$ cat config.mk
export PLATFORM = sky130hd
export DESIGN_NAME = vc_pop_arbiter
export DESIGN_NICKNAME = d
export VERILOG_FILES = /design/src/rtl/qos_pkg.sv /design/src/rtl/vc_wrr_grant.sv /design/src/rtl/vc_pop_arbiter.sv
export SDC_FILE = /design/constraint.sdc
export NUM_CORES = 1
export LEC_CHECK = 0
export BUFFER_PORTS_ARGS = -buffer_cell sky130_fd_sc_hd__buf_2
export CORE_ASPECT_RATIO = 0.8
export CORE_UTILIZATION = 49
export CTS_CLUSTER_DIAMETER = 120
export DETAILED_ROUTE_END_ITERATION = 10
export GPL_TIMING_DRIVEN = 0
export PLACE_DENSITY = 0.79
export SLEW_MARGIN = 0
export SYNTH_ARGS = -nofsm -noshare
export SYNTH_HDL_FRONTEND = slang
export SYNTH_SLANG_ARGS = --single-unit
$ cat constraint.sdc
create_clock -name clk -period 2.1 [get_ports clk]
set_input_delay 0.42 -clock clk [delete_from_list [all_inputs] [get_ports clk]]
set_output_delay 0.42 -clock clk [all_outputs]
set_load 0.005 [all_outputs]
$ cat src/rtl/qos_pkg.sv
// Shared QoS definitions for the VC read/write paths:
// the pop-arbiter FSM encoding and the default VC1 weight.
package qos_pkg;

    typedef enum logic [1:0] {
        ST_INIT   = 2'd0,
        ST_IDLE   = 2'd1,
        ST_ACTIVE = 2'd2,
        ST_PAUSE  = 2'd3
    } arb_state_t;

    localparam int WEIGHT_DEFAULT = 3;

endpackage

$ cat src/rtl/vc_wrr_grant.sv
// Strict-priority VC1 grant with a weighted anti-starvation slot for VC0.
// Holds the starve counter that limits consecutive VC1 pops while VC0 waits.
module vc_wrr_grant
    import qos_pkg::*;
#(
    parameter int WEIGHT = WEIGHT_DEFAULT
) (
    input  logic clk,
    input  logic reset,
    input  logic elig0,
    input  logic elig1,
    input  logic en,
    output logic gnt0,
    output logic gnt1
);

    localparam logic [3:0] W_LIMIT = 4'(WEIGHT);

    logic [3:0] r_starve;
    logic       w_pick1;

    // VC1 wins unless VC0 is waiting and has already been passed over WEIGHT times.
    assign w_pick1 = elig1 && ((r_starve < W_LIMIT) || !elig0);
    assign gnt1    = en && w_pick1;
    assign gnt0    = en && elig0 && !w_pick1;

    always_ff @(posedge clk) begin
        if (reset) begin
            r_starve <= '0;
        end else if (!elig0 || gnt0) begin
            r_starve <= '0;
        end else if (gnt1 && (r_starve < W_LIMIT)) begin
            r_starve <= r_starve + 4'd1;
        end
    end

endmodule

$ cat src/rtl/vc_pop_arbiter.sv
// Read-side controller for two VC FIFOs: pops by weighted priority and forwards
// the popped word, registered, to one downstream FIFO, stalling on almost-full.
module vc_pop_arbiter
    import qos_pkg::*;
#(
    parameter int BW     = 6,
    parameter int WEIGHT = WEIGHT_DEFAULT,
    parameter int CW     = 8
) (
    input  logic          clk,
    input  logic          reset,
    input  logic          vc0_empty,
    input  logic          vc1_empty,
    input  logic [BW-1:0] vc0_data,
    input  logic [BW-1:0] vc1_data,
    input  logic          dst_almost_full,
    input  logic          dst_full,
    output logic          vc0_rd,
    output logic          vc1_rd,
    output logic [BW-1:0] data_out,
    output logic          valid_out,
    output logic          active_vc,
    output logic [CW-1:0] vc0_cnt,
    output logic [CW-1:0] vc1_cnt,
    output logic          error_output
);

    arb_state_t    r_state;
    arb_state_t    w_state_next;
    logic          w_issue_en;
    logic          w_gnt0;
    logic          w_gnt1;
    logic          w_elig0;
    logic          w_elig1;

    logic [BW-1:0] r_data;
    logic          r_valid;
    logic          r_vc;
    logic [CW-1:0] r_vc0_cnt;
    logic [CW-1:0] r_vc1_cnt;
    logic          r_error;

    assign w_elig0 = !vc0_empty;
    assign w_elig1 = !vc1_empty;

    always_ff @(posedge clk) begin
        if (reset) begin
            r_state <= ST_INIT;
        end else begin
            r_state <= w_state_next;
        end
    end

    always_comb begin
        w_state_next = r_state;
        case (r_state)
            ST_INIT:   w_state_next = ST_IDLE;
            ST_IDLE:   if (w_elig0 || w_elig1) w_state_next = ST_ACTIVE;
            ST_ACTIVE: begin
                if (dst_almost_full)            w_state_next = ST_PAUSE;
                else if (!w_elig0 && !w_elig1)  w_state_next = ST_IDLE;
            end
            ST_PAUSE:  if (!dst_almost_full) w_state_next = ST_ACTIVE;
            default:   w_state_next = ST_INIT;
        endcase
    end

    // Reset also gates issue so no upstream word is popped and then discarded.
    always_comb begin
        w_issue_en = 1'b0;
        if ((r_state == ST_ACTIVE) && !dst_almost_full && !reset) begin
            w_issue_en = 1'b1;
        end
    end

    vc_wrr_grant #(
        .WEIGHT (WEIGHT)
    ) u_grant (
        .clk   (clk),
        .reset (reset),
        .elig0 (w_elig0),
        .elig1 (w_elig1),
        .en    (w_issue_en),
        .gnt0  (w_gnt0),
        .gnt1  (w_gnt1)
    );

    always_ff @(posedge clk) begin
        if (reset) begin
            r_data    <= '0;
            r_valid   <= 1'b0;
            r_vc      <= 1'b0;
            r_vc0_cnt <= '0;
            r_vc1_cnt <= '0;
            r_error   <= 1'b0;
        end else begin
            r_valid <= w_gnt0 || w_gnt1;
            if (w_gnt1) begin
                r_data    <= vc1_data;
                r_vc      <= 1'b1;
                r_vc1_cnt <= r_vc1_cnt + CW'(1);
            end else if (w_gnt0) begin
                r_data    <= vc0_data;
                r_vc      <= 1'b0;
                r_vc0_cnt <= r_vc0_cnt + CW'(1);
            end
            if (r_valid && dst_full) begin
                r_error <= 1'b1;
            end
        end
    end

    assign vc0_rd       = w_gnt0;
    assign vc1_rd       = w_gnt1;
    assign data_out     = r_data;
    assign valid_out    = r_valid;
    assign active_vc    = r_vc;
    assign vc0_cnt      = r_vc0_cnt;
    assign vc1_cnt      = r_vc1_cnt;
    assign error_output = r_error;

endmodule

==> results.yml <==
worst_hold_path:
  min_to: "data_out[3]"
  hold_depth: 2
  min_from: "vc1_data[3]"
  hold_path_class: "in -> reg"
timing:
  max_freq_ghz: 0.490
  slew_headroom_pct: 60.3
  fin_crit_sh_pct: 97.2
  period_minus_slack_ns: 2.04
  drv_slew: 0
  tightest_slew_ns: 0.588
  setup-tns-final_ns: 0
  clock_skew_ns: 0.00680
  finalWorstSetupSlack_ns: 0.0585
  hold_violations: 0
  finalSetupViolations: 0
  rsz0062_at_grt: "no"
placement:
  dpl_cell_area_um2: 1600
  placement.io_buffers: 44
  dp_hpwl_um: 2350
  gp_congestion: 0.811
  dp_slack_ns: 0.154
drt:
  wl_per_cell_um: 14.7
  routed_wl_um: 3410
  vias: 1321
  drc: 0
  drtPass1Iterations: 4
  antenna_left: 0
  drt_iter0_drc: 43
  viasPerCell: 5.69
logic_synthesis:
  synth.ff_latch_count: 31
  synth_nets: 160
  synth_cell_types: 35
  syn-instance-count: 139
  synthSimpleGateAreaFrac_pct: 24.6
  yosys.area_share.adder_pct: 2.82
  synth_area_per_cell_um2: 9.57
  synth_top_cell_by_area: "dfxtp_1"
  synth_xor_area_share_pct: 5.27
  muxShareOfSynthArea_pct: 0.753
  seq_area_frac_synth_pct: 46.7
  synth_warnings: 0
  synth_top_family_by_area: "simple AND/OR/NAND/NOR gates"
  synth_area_um2: 1330
  synth_top_cell_area_share_pct: 46.7
  synth_compound_area_share_pct: 16.8
  synthTopCellsByArea: "dfxtp_1, a221o_1, nor2_1"
layout:
  finalNetCount: 216
  design_area_um2: 1760
  layout_common_cells: "buf_2, dfxtp_1, nor2_1"
  drive_gt1_share_pct: 36.7
  regArea_um2: 623
  final_common_cell: "buf_2"
  fillers: 202
  antenna_cells: 0
  area_growth_pct: 32.1
  multi_input_area_um2: 702
pwr:
  power.share.clock_pct: 41.2
  intPower_w: 0.000924
  switching_share_pct: 22.5
  power.density_nw_per_um2: 679
  ir_drop_mv: 0.461
  pwr-share-comb_pct: 7.7
  pwr-share-seq_pct: 51.1
  leakagePower_nw: 0.813
  p_switching_w: 0.000268
outcome:
  status: "finished, final reports clean"
floorplanning:
  std_cell_rows: 16
  die_h_um: 48.6
  fp.dieW_um: 60.3
  initial_core_util_pct: 53.2
  ios: 45
  coreArea_um2: 2500
  die_area_um2: 2930
grt:
  grt_pass1_vias: 1094
  grt_pass1_wl_um: 4880
  grt_max_degree: 11
  antenna_found_initial: 0
  track_usage_pct: 22.8
  grt-ovfl-total: 0
run:
  cap_violations: 0
critical_path:
  cpPeakStageDelay_ns: 0.52
  crit_start: "u_grant.r_starve[0]"
  r2r_end: "data_out[1]"
  reg2reg_depth: 6
  path_delay_family: "simple AND/OR/NAND/NOR gates"
  end_kind: "primary output"
  critical_path.max_fanout: 4
  crit_type: "reg -> out"
  arrival_ns: 1.62
  r2r_slack_ns: 0.35
  crit_required_ns: 1.68
  crit_chain: "ha_4, or4_4, nand3_4, inv_1, buf_2"
  startpoint_type: "flop"
  cp_slowest_cell: "or4_4"
  path_buf_inv: 2
  r2r_start: "u_grant.r_starve[0]"
clock_network:
  numClockSinks: 31
  clkTransAtPathRegs_ns: 0.10
  postCtsHoldBufs: 0
  root_buffer: "clkbuf_4"
  cts_max_path_buffers: 2
  htreeDepth: 2
  cts_tree: "built"
  insertion_delay_ns: 0.33
  cts_buffers: 5
==> power by group through the flow <==
stage / registers [W] / clock network [W] / logic, W
floorplan: 0.000622 / 0 / 0.0000416
global placement: 0.000621 / 0 / 0.0000774
detailed placement: 0.000623 / 0 / 0.0000804
CTS: 0.000609 / 0.000494 / 0.0000836
global route: 0.000611 / 0.000521 / 0.0000992
finish: 0.000609 / 0.000491 / 0.0000919
==> kinds of logic (layout without fill, tap and decap cells) <==
group,after synthesis,count (layout)
simple gates,58,58
flops,31,31
compound gates,29,29
buf+inv,9,66
xor+xnor,8,8
fa+ha+maj,3,3
mux,1,1
==> worst register-to-register path: cells and delay by family (launching register included) <==
family	cells	cell delay (ns)
simple gates	2	0.47
compound gates	2	0.41
flops	1	0.35
buf+inv	1	0.25
fa+ha+maj	1	0.17
==> area by class of cell <==
type	instances	area share, %
plain buffers	5	1.50
flip-flops and latches	31	35.5
multi-input cells	99	40.0
clock buffers	6	2.92
well taps	36	2.56
inverters	4	0.926
clock inverters	2	1.99
repair buffers	49	14.7
==> metrics by stage <==
stage / power, W / instances / util, % / hold slack (ns)
6_report: 0.00119 / 232 / 70.2 / 0.311
5_1_grt: 0.00123 / 232 / 70.2 / 0.304
4_1_cts: 0.00119 / 227 / 68.1 / 0.308
3_5_place_dp: 0.000703 / 219 / 63.7 / 0.439
3_3_place_gp: 0.000699 / 219 / 63.7 / 0.429
2_1_floorplan: 0.000663 / 139 / - / 0.439
==> flip-flops by register name, summed over array words and instances (netlist names) <==
signal and flops:
vc1_cnt 8, r_state 2, data_out 6, u_grant.r_starve 4
error_output 1, valid_out 1, active_vc 1, vc0_cnt 8
==> how the worst max path moves through the flow <==
stage	end	slack, ns	depth (start not counted)
after floorplan	vc0_rd	0.39	4
after global placement	data_out[3]	0.21	6
after detailed placement	data_out[1]	0.15	6
after CTS	vc0_rd	0.03	5
after global routing	vc0_rd	0.01	5
final	vc0_rd	0.06	5
==> timing repair <==
| item | CTS | global route |
|---|---|---|
| pin swaps | 1 | 2 |
| endpoints found under the hold margin | 0 | 0 |
| cloned | 0 | 0 |
| setup buffers | 0 | 5 |
| gates resized for setup | 5 | 4 |
| endpoints found under the setup margin | 2 | 2 |
==> cells in the mapped netlist, drive strengths merged <==
master,number
dfxtp,31
nor2,14
a21oi,9
and3,9
nand2,8
a221o,6
nand4,5
nor3,5
xnor2,5
clkbuf,4
nand3,4
o21ai,4
ha,3
inv,3
or3,3
or4,3
xor2,3
nor4,2
o31ai,2
o41ai,2
a21o,1
a22oi,1
buf,1
clkinv,1
mux2i,1
nand4bb,1
nor3b,1
nor4bb,1
o2111ai,1
o211ai,1
o311a,1
o311ai,1
or2,1
or3b,1
==> metal layers <==
metal	GRT usage, %	share of wire (%)	vias up	routed length, µm
li1	-	-	636	-
met5	0	0	-	0
met4	11.2	1.6	0	55
met3	6.15	7.0	8	240
met2	36.6	49	56	1660
met1	27.4	43	621	1460
No activity file was read; power rests on OpenSTA's default activity.
